## src/rtl/fetch_prefetch.sv

```systemverilog
// Instruction-fetch front end: DEPTH-entry prefetch queue between a 1-cycle BRAM
// and decode, with zero-bubble static branch prediction and an execute redirect.
module fetch_prefetch #(
  parameter int          ADDR_W   = 16,
  parameter int          DEPTH    = 4,
  parameter logic [31:0] RESET_PC = 32'h0000_0000,
  parameter bit          PREDICT  = 1'b1
) (
  input  logic              clk,
  input  logic              rstn,
  input  logic              redirect_valid,
  input  logic [31:0]       redirect_pc,
  output logic              inst_enable,
  output logic [ADDR_W-1:0] inst_addr,
  input  logic [31:0]       inst_data,
  output logic              out_valid,
  input  logic              out_ready,
  output logic [31:0]       out_pc,
  output logic [31:0]       out_command,
  output logic              out_pred_taken,
  output logic [31:0]       out_pred_target
);

  localparam int PW = $clog2(DEPTH);
  localparam int CW = PW + 1;
  localparam logic [CW:0] DEPTH_L = (CW+1)'(DEPTH);

  // Returns {taken, target} for an instruction word fetched from pc.
  function automatic logic [32:0] predict_fn(input logic [31:0] inst, input logic [31:0] pc);
    logic [32:0] res;
    if (inst[31:27] == 5'b00001) begin
      res = {1'b1, 4'b0000, inst[25:0], 2'b00};
    end else if (inst[31:26] == 6'b110010) begin
      res = {1'b1, pc + {{4{inst[25]}}, inst[25:0], 2'b00}};
    end else if ((inst[31:27] == 5'b00010) && inst[15]) begin
      res = {1'b1, pc + {{14{inst[15]}}, inst[15:0], 2'b00}};
    end else begin
      res = {1'b0, pc + 32'd4};
    end
    return res;
  endfunction

  logic          started_r;
  logic [31:0]   fpc_r;
  logic          resp_pending_r;
  logic [31:0]   resp_pc_r;
  logic [PW-1:0] rd_r;
  logic [PW-1:0] wr_r;
  logic [CW-1:0] count_r;
  logic [31:0]   pc_q   [DEPTH];
  logic [31:0]   cmd_q  [DEPTH];
  logic          tk_q   [DEPTH];
  logic [31:0]   tg_q   [DEPTH];

  logic [32:0]   pred_s;
  logic [CW:0]   occ_s;
  logic          issue_s;
  logic [31:0]   na_s;
  logic          push_s;
  logic          pop_s;

  // Next-address selection; the returning word's prediction steers this cycle's read.
  always_comb begin
    pred_s  = PREDICT ? predict_fn(inst_data, resp_pc_r) : {1'b0, resp_pc_r + 32'd4};
    occ_s   = {1'b0, count_r} + {{CW{1'b0}}, resp_pending_r};
    issue_s = started_r & (redirect_valid | (occ_s < DEPTH_L));
    if (redirect_valid) begin
      na_s = redirect_pc;
    end else if (resp_pending_r && pred_s[32]) begin
      na_s = pred_s[31:0];
    end else begin
      na_s = fpc_r;
    end
    push_s = resp_pending_r & ~redirect_valid;
    pop_s  = out_valid & out_ready & ~redirect_valid;
  end

  assign inst_enable     = issue_s;
  assign inst_addr       = na_s[ADDR_W+1:2];
  assign out_valid       = (count_r != '0);
  assign out_pc          = pc_q[rd_r];
  assign out_command     = cmd_q[rd_r];
  assign out_pred_taken  = tk_q[rd_r];
  assign out_pred_target = tg_q[rd_r];

  // Fetch pc, read-in-flight tracking and the circular queue.
  always_ff @(posedge clk or negedge rstn) begin
    if (!rstn) begin
      started_r      <= 1'b0;
      fpc_r          <= RESET_PC;
      resp_pending_r <= 1'b0;
      resp_pc_r      <= 32'd0;
      rd_r           <= '0;
      wr_r           <= '0;
      count_r        <= '0;
      for (int i = 0; i < DEPTH; i++) begin
        pc_q[i]  <= 32'd0;
        cmd_q[i] <= 32'd0;
        tk_q[i]  <= 1'b0;
        tg_q[i]  <= 32'd0;
      end
    end else begin
      started_r      <= 1'b1;
      fpc_r          <= issue_s ? (na_s + 32'd4) : na_s;
      resp_pending_r <= issue_s;
      resp_pc_r      <= issue_s ? na_s : resp_pc_r;
      if (redirect_valid) begin
        rd_r    <= '0;
        wr_r    <= '0;
        count_r <= '0;
      end else begin
        if (push_s) begin
          pc_q[wr_r]  <= resp_pc_r;
          cmd_q[wr_r] <= inst_data;
          tk_q[wr_r]  <= pred_s[32];
          tg_q[wr_r]  <= pred_s[31:0];
          wr_r        <= wr_r + PW'(1);
        end
        if (pop_s) begin
          rd_r <= rd_r + PW'(1);
        end
        case ({push_s, pop_s})
          2'b10:   count_r <= count_r + CW'(1);
          2'b01:   count_r <= count_r - CW'(1);
          default: count_r <= count_r;
        endcase
      end
    end
  end

endmodule
```

## config.mk

```make
export PLATFORM = sky130hd
export DESIGN_NAME = fetch_prefetch
export DESIGN_NICKNAME = d
export VERILOG_FILES = /design/src/rtl/fetch_prefetch.sv
export SDC_FILE = /design/constraint.sdc
export NUM_CORES = 1
export LEC_CHECK = 0
export ABC_AREA = 1
export ABC_CLOCK_PERIOD_IN_PS = 7300
export CAP_MARGIN = 25
export CORE_MARGIN = 8
export CORE_UTILIZATION = 30
export DETAILED_ROUTE_END_ITERATION = 12
export GPL_TIMING_DRIVEN = 0
export REMOVE_ABC_BUFFERS = 1
export SYNTH_ARGS = -nofsm -noshare
export SYNTH_HDL_FRONTEND = slang
export SYNTH_SLANG_ARGS = --single-unit
```

## constraint.sdc

```tcl
create_clock -name clk -period 7.3 [get_ports clk]
set_clock_uncertainty 0.1 [all_clocks]
set_input_delay 1.46 -clock clk [delete_from_list [all_inputs] [get_ports clk]]
set_output_delay 1.46 -clock clk [all_outputs]
set_load 0.005 [all_outputs]
```

==> results of run 1 <==
worst paths after layout:
path / cells past startpoint / endpoint / start
worst max-delay path: 20 / inst_addr[12] / inst_data[27]
worst min-delay path: 2 / tg_q[75] / tg_q[75]
worst max register to register: 21 / fpc_r[26] / resp_pc_r[2]
worst min register to register: 2 / tg_q[75] / tg_q[75]
max in group asynchronous: 3 / rd_r[0] / rstn
min in group asynchronous: 1 / pc_q[33] / rstn
critical path, cell delays in order:
cell             delay, ns
clkdlybuf4s50_1       0.51
inv_2                 0.08
nor2_4                0.14
nand4_2               0.28
nand2_4               0.26
clkinvlp_4            0.23
nor2_1                0.20
inv_1                 0.08
fa_1                  0.44
inv_1                 0.12
nand3_1               0.10
nand2_1               0.15
nand3_1               0.14
nand3_1               0.20
nand2_1               0.07
nand3_1               0.09
nand3_1               0.13
nand2_1               0.13
nand2_2               0.11
clkdlybuf4s50_1       0.54
routing by layer:
layer,wire (microns),part of all wire
met5,34,0.00046
met4,2340,0.032
met3,4230,0.058
met2,33900,0.46
met1,33000,0.45
logic make-up after synthesis:
group / after synthesis / share of synthesized area
AND/OR/NAND/NOR: 1300 / 0.228
AO/OA/AOI/OAI: 772 / 0.172
flip-flops: 461 / 0.495
buffers and inverters: 430 / 0.0741
adder cells (fa/ha/maj): 37 / 0.0205
XOR/XNOR: 24 / 0.00903
other: 1 / 0.000161
multiplexers: 1 / 0.000483
power by group:
group | internal [mW] | switching [mW] | total, mW | leakage, nW
sequential | 3.46 | 0.508 | 3.97 | 5.97
combinational | 1.52 | 1.87 | 3.39 | 6.53
clock | 1.49 | 1.04 | 2.53 | 0.827
total | 6.46 | 3.42 | 9.89 | 13.3
registers in the layout (all words and copies together) (netlist names):
name / flops
started_r: 1
pc_q: 128
resp_pc_r: 32
tg_q: 128
tk_q: 4
fpc_r: 32
rd_r: 2
count_r: 3
resp_pending_r: 1
wr_r: 2
cmd_q: 128
Yosys cell counts (all sizes together):
| master | count |
|---|---|
| a21boi | 1 |
| a21o | 3 |
| a21oi | 39 |
| a221oi | 1 |
| a31oi | 2 |
| and2 | 8 |
| buf | 41 |
| clkbuf | 148 |
| clkinv | 1 |
| conb | 1 |
| dfrtp | 461 |
| fa | 2 |
| ha | 35 |
| inv | 240 |
| mux2 | 1 |
| nand2 | 832 |
| nand3 | 104 |
| nand3b | 7 |
| nand4 | 18 |
| nor2 | 320 |
| nor3 | 9 |
| nor4 | 2 |
| o211ai | 1 |
| o21ai | 625 |
| o21bai | 2 |
| o22ai | 98 |
| xnor2 | 7 |
| xor2 | 17 |
what timing repair did:
action	in CTS	in global routing
setup buffers	0	7
gates cloned	1	1
pin swaps	0	1
setup endpoints to repair	5	8
resized for setup	2	3
cell type report:
cell class / instances / area share
flip-flops and latches: 461 / 0.413
multi-input cells: 2135 / 0.361
repair buffers: 209 / 0.0863
clock buffers: 70 / 0.0533
well taps: 1040 / 0.0466
inverters: 241 / 0.0330
clock inverters: 19 / 0.00583
repair inverters: 2 / 0.000538
diodes: 2 / 0.000179
==> results.yml, run 1 <==
outcome:
  outcome: "complete, no violations"
global_routing:
  first_global_vias: 19400
  use_met1: 0.222
  antenna_found_initial: 6
  grt_pass1_wl_microns: 115000
  met2_usage: 0.270
  grtUsageTotal: 0.167
  grt-busiest-layer: "met2"
  use_met3: 0.0344
  grt_max_degree: 118
  grt-ovfl-total: 0
sta:
  slew_headroom: 0.469
  worst_slack_ns: 0.261
  rsz0062_at_grt: "false"
  fmax_mhz: 142
  drv_slew: 0
  whs_ns: 0.375
  fin_crit_ns: 7.04
  finalCritPeriodShare: 0.964
  tns_ns: 0
  final-setup-viol-count: 0
  final_hold_viol_count: 0
  tightestPinTransition_ns: 0.797
cells_and_area:
  final_nets: 3205
  mostFrequentLayoutCell: "nand2_1"
  register_area_sq_um: 11500
  final_cell_mix: "nand2_1 (804), o21ai_0 (618), dfrtp_1 (459)"
  fin_area_sq_um: 27900
  finalNonFillerCells: 4179
  drive_gt1_frac: 0.0567
  syn_to_final_growth_pct: 19.9
  multi_input_area_sq_um: 10100
  utilization: 0.362
  n_fill_cell: 7975
drt:
  ant_nets: 0
  first_iter_violations: 1482
  num_vias: 20200
  wl_per_cell_microns: 17.6
  drc_errors: 0
  drt_pre_antenna_iters: 5
  routed_wl_microns: 73400
  vias_per_cell: 4.84
critical_path:
  end_kind: "output port"
  r2r_setup_slack_ns: 3.79
  path_class: "in -> out"
  crit_fanout: 6
  required_ns: 5.74
  cp-start-kind: "primary input"
  critPathArrivalTime_ns: 5.48
power_and_ir_drop:
  leakagePower_nw: 13.3
  p_per_area_nw_per_um2: 354
  peakVddDrop_uv: 178
  total_power_mw: 9.89
place:
  finalWeightedCongestion: 0.919
  place_area_sq_um: 26200
  dp_slack_ns: -0.139
  portBuffers: 182
  place_inst: 4079
  hpwl_microns: 49800
logic_synthesis:
  synth_top_area_frac: 0.495
  syn_inst: 3026
  yosysTopAreaCell: "dfrtp_1"
  yosys_warnings: 0
  yosys.cell_types.count: 43
  ys_seq_area_frac: 0.495
  avgSynthCellArea_sq_um: 7.70
  synth_area_leaders: "dfrtp_1 (50%), o21ai_0 (13%), nand2_1 (13%)"
  netlist_area_sq_um: 23300
  ys_ff_latch: 461
clocking:
  clock-root-buffer: "clkbuf_16"
  clock_path_buffers: 3
  cts-hold-fix-buffers: 0
  clock_latency_ns: 0.60
  clk_pin_slew_ns: 0.06
  h-tree-depth: 2
  cts_tree: "done"
  cts_sinks: 461
  numCtsBuffers: 50
worst_hold_path:
  min_path_type: "reg -> reg"
flow_run:
  cap_violations: 0
die:
  rows: 102
  dieWidth_microns: 295
  start_util: 0.302
  die-area_sq_um: 86800
  io_pins: 183
  core-area_sq_um: 77200
  die_y_microns: 295
Note: power is estimated with default switching activity, not from simulation.
==> run 2, diff against run 1 <==
--- a/config.mk
+++ b/config.mk
@@ -6,12 +6,12 @@
 export NUM_CORES = 1
 export LEC_CHECK = 0
 export ABC_AREA = 1
-export ABC_CLOCK_PERIOD_IN_PS = 7300
 export CAP_MARGIN = 25
 export CORE_MARGIN = 8
 export CORE_UTILIZATION = 30
 export DETAILED_ROUTE_END_ITERATION = 12
 export GPL_TIMING_DRIVEN = 0
+export PLACE_DENSITY_LB_ADDON = 0.25
 export REMOVE_ABC_BUFFERS = 1
 export SYNTH_ARGS = -nofsm -noshare
 export SYNTH_HDL_FRONTEND = slang
==> constraint.sdc (replaced) <==
create_clock -name clk -period 7.8 [get_ports clk]
set_clock_uncertainty 0.1 [all_clocks]
set_input_delay 1.56 -clock clk [delete_from_list [all_inputs] [get_ports clk]]
set_output_delay 1.56 -clock clk [all_outputs]
set_load 0.005 [all_outputs]
==> run 2 against run 1 <==
Effect of this change:
- worst hold slack got worse by 0.0017 ns
- final cell count barely moved
- first-iteration DRC count fell by 9.2%
- highest routed layer unchanged
- clock power barely moved
==> results.yml, run 2 (synthesis results as in run 1) <==
cells_and_area:
  drive_gt1_frac: 0.0543
  multi_input_area_sq_um: 10100
  top_regs: "cmd_q: 128 flops, pc_q: 128 flops, tg_q: 128 flops"
  n_fill_cell: 8137
  final_cell_mix: "nand2_1 (804), o21ai_0 (618), dfrtp_1 (459)"
  syn_to_final_growth_pct: 20.2
  mostFrequentLayoutCell: "nand2_1"
  final_nets: 3198
  register_area_sq_um: 11500
  utilization: 0.362
critical_path:
  cp-start-kind: "primary input"
  timing.critical_path.buf_inv: 6
  worstReg2RegEnd: "fpc_r[26]"
  required_ns: 6.14
  reg2reg_from: "resp_pc_r[2]"
  crit_family: "simple AND/OR/NAND/NOR gates"
  crit_chain: "clkdlybuf4s50_1 > inv_2 > nor2_4 > nand4_2 > nand2_2 > clkinvlp_4 > nor2_1 > inv_1 > fa_1 > inv_1 > nand3_1 > nand2_1 > nand3_1 > nand3_1 > nand2_1 > nand3_1 > nand3_1 > nand2_1 > nand2_2 > clkdlybuf4s50_1"
  end_kind: "output port"
  max_stage_delay_ns: 0.53
  rr_worst_depth: 21
  crit_fanout: 12
  cp_slowest_cell: "clkdlybuf4s50_1"
  path_class: "in -> out"
  worst_path_most_repeated_cell: "nand3_1"
  r2r_setup_slack_ns: 4.33
  critPathArrivalTime_ns: 5.80
sta:
  finalCritPeriodShare: 0.956
  fin_crit_ns: 7.46
  fmax_mhz: 134
  tightestPinTransition_ns: 0.794
  final_hold_viol_count: 0
  whs_ns: 0.373
  final-setup-viol-count: 0
  slew_headroom: 0.471
  rsz0062_at_grt: "false"
  drv_slew: 0
die:
  core-area_sq_um: 77200
  io_pins: 183
  die-area_sq_um: 86800
  rows: 102
  dieWidth_microns: 295
  die_y_microns: 295
  start_util: 0.302
outcome:
  outcome: "complete, no violations"
drt:
  wl_per_cell_microns: 17.9
  wl_met2_microns: 34300
  num_vias: 20000
  drc_errors: 0
  routed_wl_microns: 74600
  first_iter_violations: 1346
  vias_per_cell: 4.79
  wl_met3_microns: 3530
  highest_layer: "met5"
  drt_pre_antenna_iters: 5
  ant_nets: 0
  drt-met1-wl_microns: 34200
global_routing:
  first_global_vias: 19500
  grt_pass1_wl_microns: 115000
  antenna_found_initial: 9
  grt_max_degree: 112
  grt-ovfl-total: 0
  grtUsageTotal: 0.169
power_and_ir_drop:
  p_per_area_nw_per_um2: 336
  peakVddDrop_uv: 168
  leakagePower_nw: 13.3
place:
  hpwl_microns: 50500
  portBuffers: 182
  finalWeightedCongestion: 0.887
clocking:
  clock_latency_ns: 0.60
  numCtsBuffers: 50
  cts_sinks: 461
  cts_tree: "done"
  postCtsSetupBuffers: 0
  clock-root-buffer: "clkbuf_16"
  cts-hold-fix-buffers: 0
  clock_path_buffers: 3
  h-tree-depth: 2
  clk_pin_slew_ns: 0.06
worst_hold_path:
  whs_path_depth: 2
  min_path_type: "reg -> reg"
  hold_end: "tg_q[71]"
  min_from: "tg_q[71]"
flow_run:
  cap_violations: 0
## run 2: cell types whose count changed in the layout (fill, tap and decap cells not counted), moves of 2 or more
cell | previous run | this run
clkbuf_1 | 5 | 9
bufinv_16 | 2 | 4
buf_4 | 7 | 0
clkbuf_16 | 51 | 53
clkinv_2 | 12 | 8
clkbuf_8 | 14 | 16
clkinv_4 | 3 | 0
diode_2 | 2 | 5
## run 2: layout make-up
cell class | count | share of cell area
antenna | 5 | 0.000447
clock buffer | 78 | 0.0565
clock inverter | 14 | 0.00626
inverter | 241 | 0.0329
multi-input combinational | 2135 | 0.360
sequential | 461 | 0.412
tap | 1040 | 0.0465
timing repair buffer | 203 | 0.0849
timing repair inverter | 1 | 0.000179
## run 2: report_power, final
| group | switching [mW] | internal (mW) |
|---|---|---|
| combinational | 1.75 | 1.42 |
| sequential | 0.480 | 3.24 |
| clock | 0.995 | 1.52 |
| total | 3.22 | 6.18 |
## run 2: metrics by stage
step                      setup TNS [ns]  total power [mW]  area [sq um]  setup slack [ns]  instances
final                                  0              9.40         28000             0.340       4178
after global routing                   0              10.1         28000            0.0356       4174
after CTS                              0              9.53         28000            0.0935       4172
after detailed placement               0              6.98         26200             0.106       4080
after global placement          -9664.10              7.00         25600            -16.54       4059
after floorplan                   -56.62              5.32         22500            -0.584       2837
## run 2: worst reg2reg max path, delay by kind of cell (launching register included)
kind                     cells  cell delay [ns]
AND/OR/NAND/NOR             14             1.82
adder cells (fa/ha/maj)      2             0.61
flip-flops                   1             0.36
buffers and inverters        4             0.33
AO/OA/AOI/OAI                1             0.14
## run 2: worst max path at each step
stage | startpoint | end | slack [ns] | cells after the start
after floorplan | rd_r[0] | out_command[0] | -0.58 | 3
after detailed placement | inst_data[27] | inst_addr[12] | 0.11 | 20
after global routing | inst_data[27] | inst_addr[12] | 0.04 | 20
final | inst_data[27] | inst_addr[12] | 0.34 | 20
after CTS | inst_data[27] | inst_addr[12] | 0.09 | 20
after global placement | rstn | tg_q[22] | -16.54 | 1
## run 2: what timing repair did
action,4_1_cts,5_1_grt
gates resized for setup,0,2
setup endpoints to repair,0,3
endpoints found under the hold margin,0,0
## run 2: metal layers
layer,GRT usage,vias up
li1,-,9988
met1,0.225,9498
met2,0.275,398
met3,0.0289,134
met4,0.0609,10
met5,0,-
==> run 3, diff against run 2 <==
--- a/config.mk
+++ b/config.mk
@@ -8,11 +8,12 @@
 export ABC_AREA = 1
 export CAP_MARGIN = 25
 export CORE_MARGIN = 8
-export CORE_UTILIZATION = 30
+export CORE_UTILIZATION = 43
 export DETAILED_ROUTE_END_ITERATION = 12
 export GPL_TIMING_DRIVEN = 0
 export PLACE_DENSITY_LB_ADDON = 0.25
 export REMOVE_ABC_BUFFERS = 1
+export SLEW_MARGIN = 40
 export SYNTH_ARGS = -nofsm -noshare
 export SYNTH_HDL_FRONTEND = slang
 export SYNTH_SLANG_ARGS = --single-unit
==> run 3 against run 2 <==
Effect of this change:
- cell area down 1.3%
- setup slack worse by 0.078 ns
- maximum frequency fell by 1.0%
- first-iteration DRC count rose by 35%
- clock power fell by 6%
- critical endpoint is now inst_addr[15]
- largest cell class unchanged
==> results.yml, run 3 (synthesis results as in run 1) <==
clocking:
  clock_path_buffers: 3
  clk_pin_slew_ns: 0.06
  h-tree-depth: 2
  clock_latency_ns: 0.59
  cts_sinks: 461
  numCtsBuffers: 48
  clock-root-buffer: "clkbuf_16"
  cts_tree: "done"
  postCtsSetupBuffers: 0
critical_path:
  cp-start-kind: "primary input"
  crit_chain: "clkdlybuf4s50_1 > inv_2 > nor2_4 > nand4_2 > nand2_1 > clkinvlp_2 > nor2_1 > ha_1 > nand2_1 > inv_1 > nand2_1 > nand2_1 > a21oi_1 > nand2_1 > nand2_1 > nand3_1 > nand3_1 > nand2_1 > nand2_2 > clkdlybuf4s50_1"
  required_ns: 6.14
  crit_fanout: 12
  max_stage_delay_ns: 0.60
  path_class: "in -> out"
  end_kind: "output port"
  critPathArrivalTime_ns: 5.88
  cp_slowest_cell: "clkdlybuf4s50_1"
  worst_path_most_repeated_cell: "nand2_1"
place:
  finalWeightedCongestion: 0.902
  portBuffers: 182
  hpwl_microns: 48500
power_and_ir_drop:
  p_per_area_nw_per_um2: 335
  peakVddDrop_uv: 157
  total_power_mw: 9.27
  leakagePower_nw: 13.4
cells_and_area:
  final_cell_mix: "nand2_1 (805), o21ai_0 (618), dfrtp_1 (459)"
  mostFrequentLayoutCell: "nand2_1"
  drive_gt1_frac: 0.0573
  top_regs: "cmd_q: 128 flops, pc_q: 128 flops, tg_q: 128 flops"
  final_nets: 3210
  syn_to_final_growth_pct: 18.6
die:
  start_util: 0.434
  core-area_sq_um: 53700
  dieWidth_microns: 249
  rows: 85
  die_y_microns: 249
  io_pins: 183
  die-area_sq_um: 61900
sta:
  final_hold_viol_count: 0
  fin_crit_ns: 7.54
  final-setup-viol-count: 0
  drv_slew: 0
  whs_ns: 0.374
  tightestPinTransition_ns: 0.790
  slew_headroom: 0.472
  finalCritPeriodShare: 0.966
  rsz0062_at_grt: "false"
  fmax_mhz: 133
global_routing:
  grt-ovfl-total: 0
  grtUsageTotal: 0.221
  grt_max_degree: 94
  grt_pass1_wl_microns: 112000
  antenna_found_initial: 1
  first_global_vias: 20200
flow_run:
  cap_violations: 0
drt:
  routed_wl_microns: 69800
  first_iter_violations: 1819
  drt_pre_antenna_iters: 7
  num_vias: 20900
  drc_errors: 0
  wl_per_cell_microns: 18.2
  ant_nets: 0
  vias_per_cell: 5.45
worst_hold_path:
  min_path_type: "reg -> reg"
outcome:
  outcome: "complete, no violations"
==> run 3: changes by cell type in the layout (fill, tap and decap cells not counted), moves of 4 or more <==
cell and delta:
buf_16 -9, clkbuf_16 -4, buf_12 +19, diode_2 -4
==> run 3: timing repair <==
action | 4_1_cts | 5_1_grt
gates resized for setup | 0 | 1
hold buffers | 0 | 0
endpoints found under the setup margin | 0 | 11
endpoints found under the hold margin | 0 | 0
==> run 3: stage by stage <==
stage | setup TNS, ns | instance area [sq um] | setup WS [ns] | utilization | std cells
after global placement | -8437.22 | 25200 | -14.61 | 0.468 | 3715
after CTS | 0 | 27600 | 0.353 | 0.514 | 3836
after detailed placement | 0 | 26000 | 0.360 | 0.484 | 3750
after global routing | 0 | 27600 | 0.0138 | 0.514 | 3838
final | 0 | 27600 | 0.263 | 0.514 | 3838
after floorplan | -56.62 | 22500 | -0.584 | - | 2837
==> run 3: path summary, 6_finish.rpt <==
path | startpoint | endpoint | slack, ns | cells past startpoint
setup / recovery | inst_data[27] | inst_addr[15] | 0.26 | 20
hold reg to reg | pc_q[32] | pc_q[32] | 0.37 | 2
min in group asynchronous | rstn | tg_q[36] | 0.75 | 1
max in group asynchronous | rstn | cmd_q[117] | 5.35 | 4
setup reg to reg | resp_pc_r[2] | fpc_r[26] | 4.47 | 18
hold / removal | pc_q[32] | pc_q[32] | 0.37 | 2
==> run 3: layer usage <==
layer  global-route usage  wire [microns]
met5                    0               0
met4               0.0670            1830
met3               0.0346            3730
met2                0.366           33000
met1                0.297           31300
==> run 3: worst max-delay path, delay by kind of cell <==
family | cells | cell delay, ns
AO/OA/AOI/OAI | 1 | 0.19
AND/OR/NAND/NOR | 13 | 2.05
adder cells (fa/ha/maj) | 1 | 0.31
buffers and inverters | 5 | 1.76
==> run 3: area by class of cell <==
cell class | count | area [sq um]
diodes | 1 | 2.50
well taps | 696 | 871
multi-input cells | 2135 | 10100
fillers | 5001 | 26100
clock inverters | 14 | 161
clock buffers | 72 | 1480
repair buffers | 217 | 2570
inverters | 241 | 926
repair inverters | 1 | 5.00
flip-flops and latches | 461 | 11500
==> run 3: where the power goes <==
group	internal [mW]	switching (mW)	leakage (nW)
Clock	1.41	0.945	0.800
Combinational	1.45	1.76	6.60
Sequential	3.24	0.472	5.97
Total	6.09	3.17	13.4
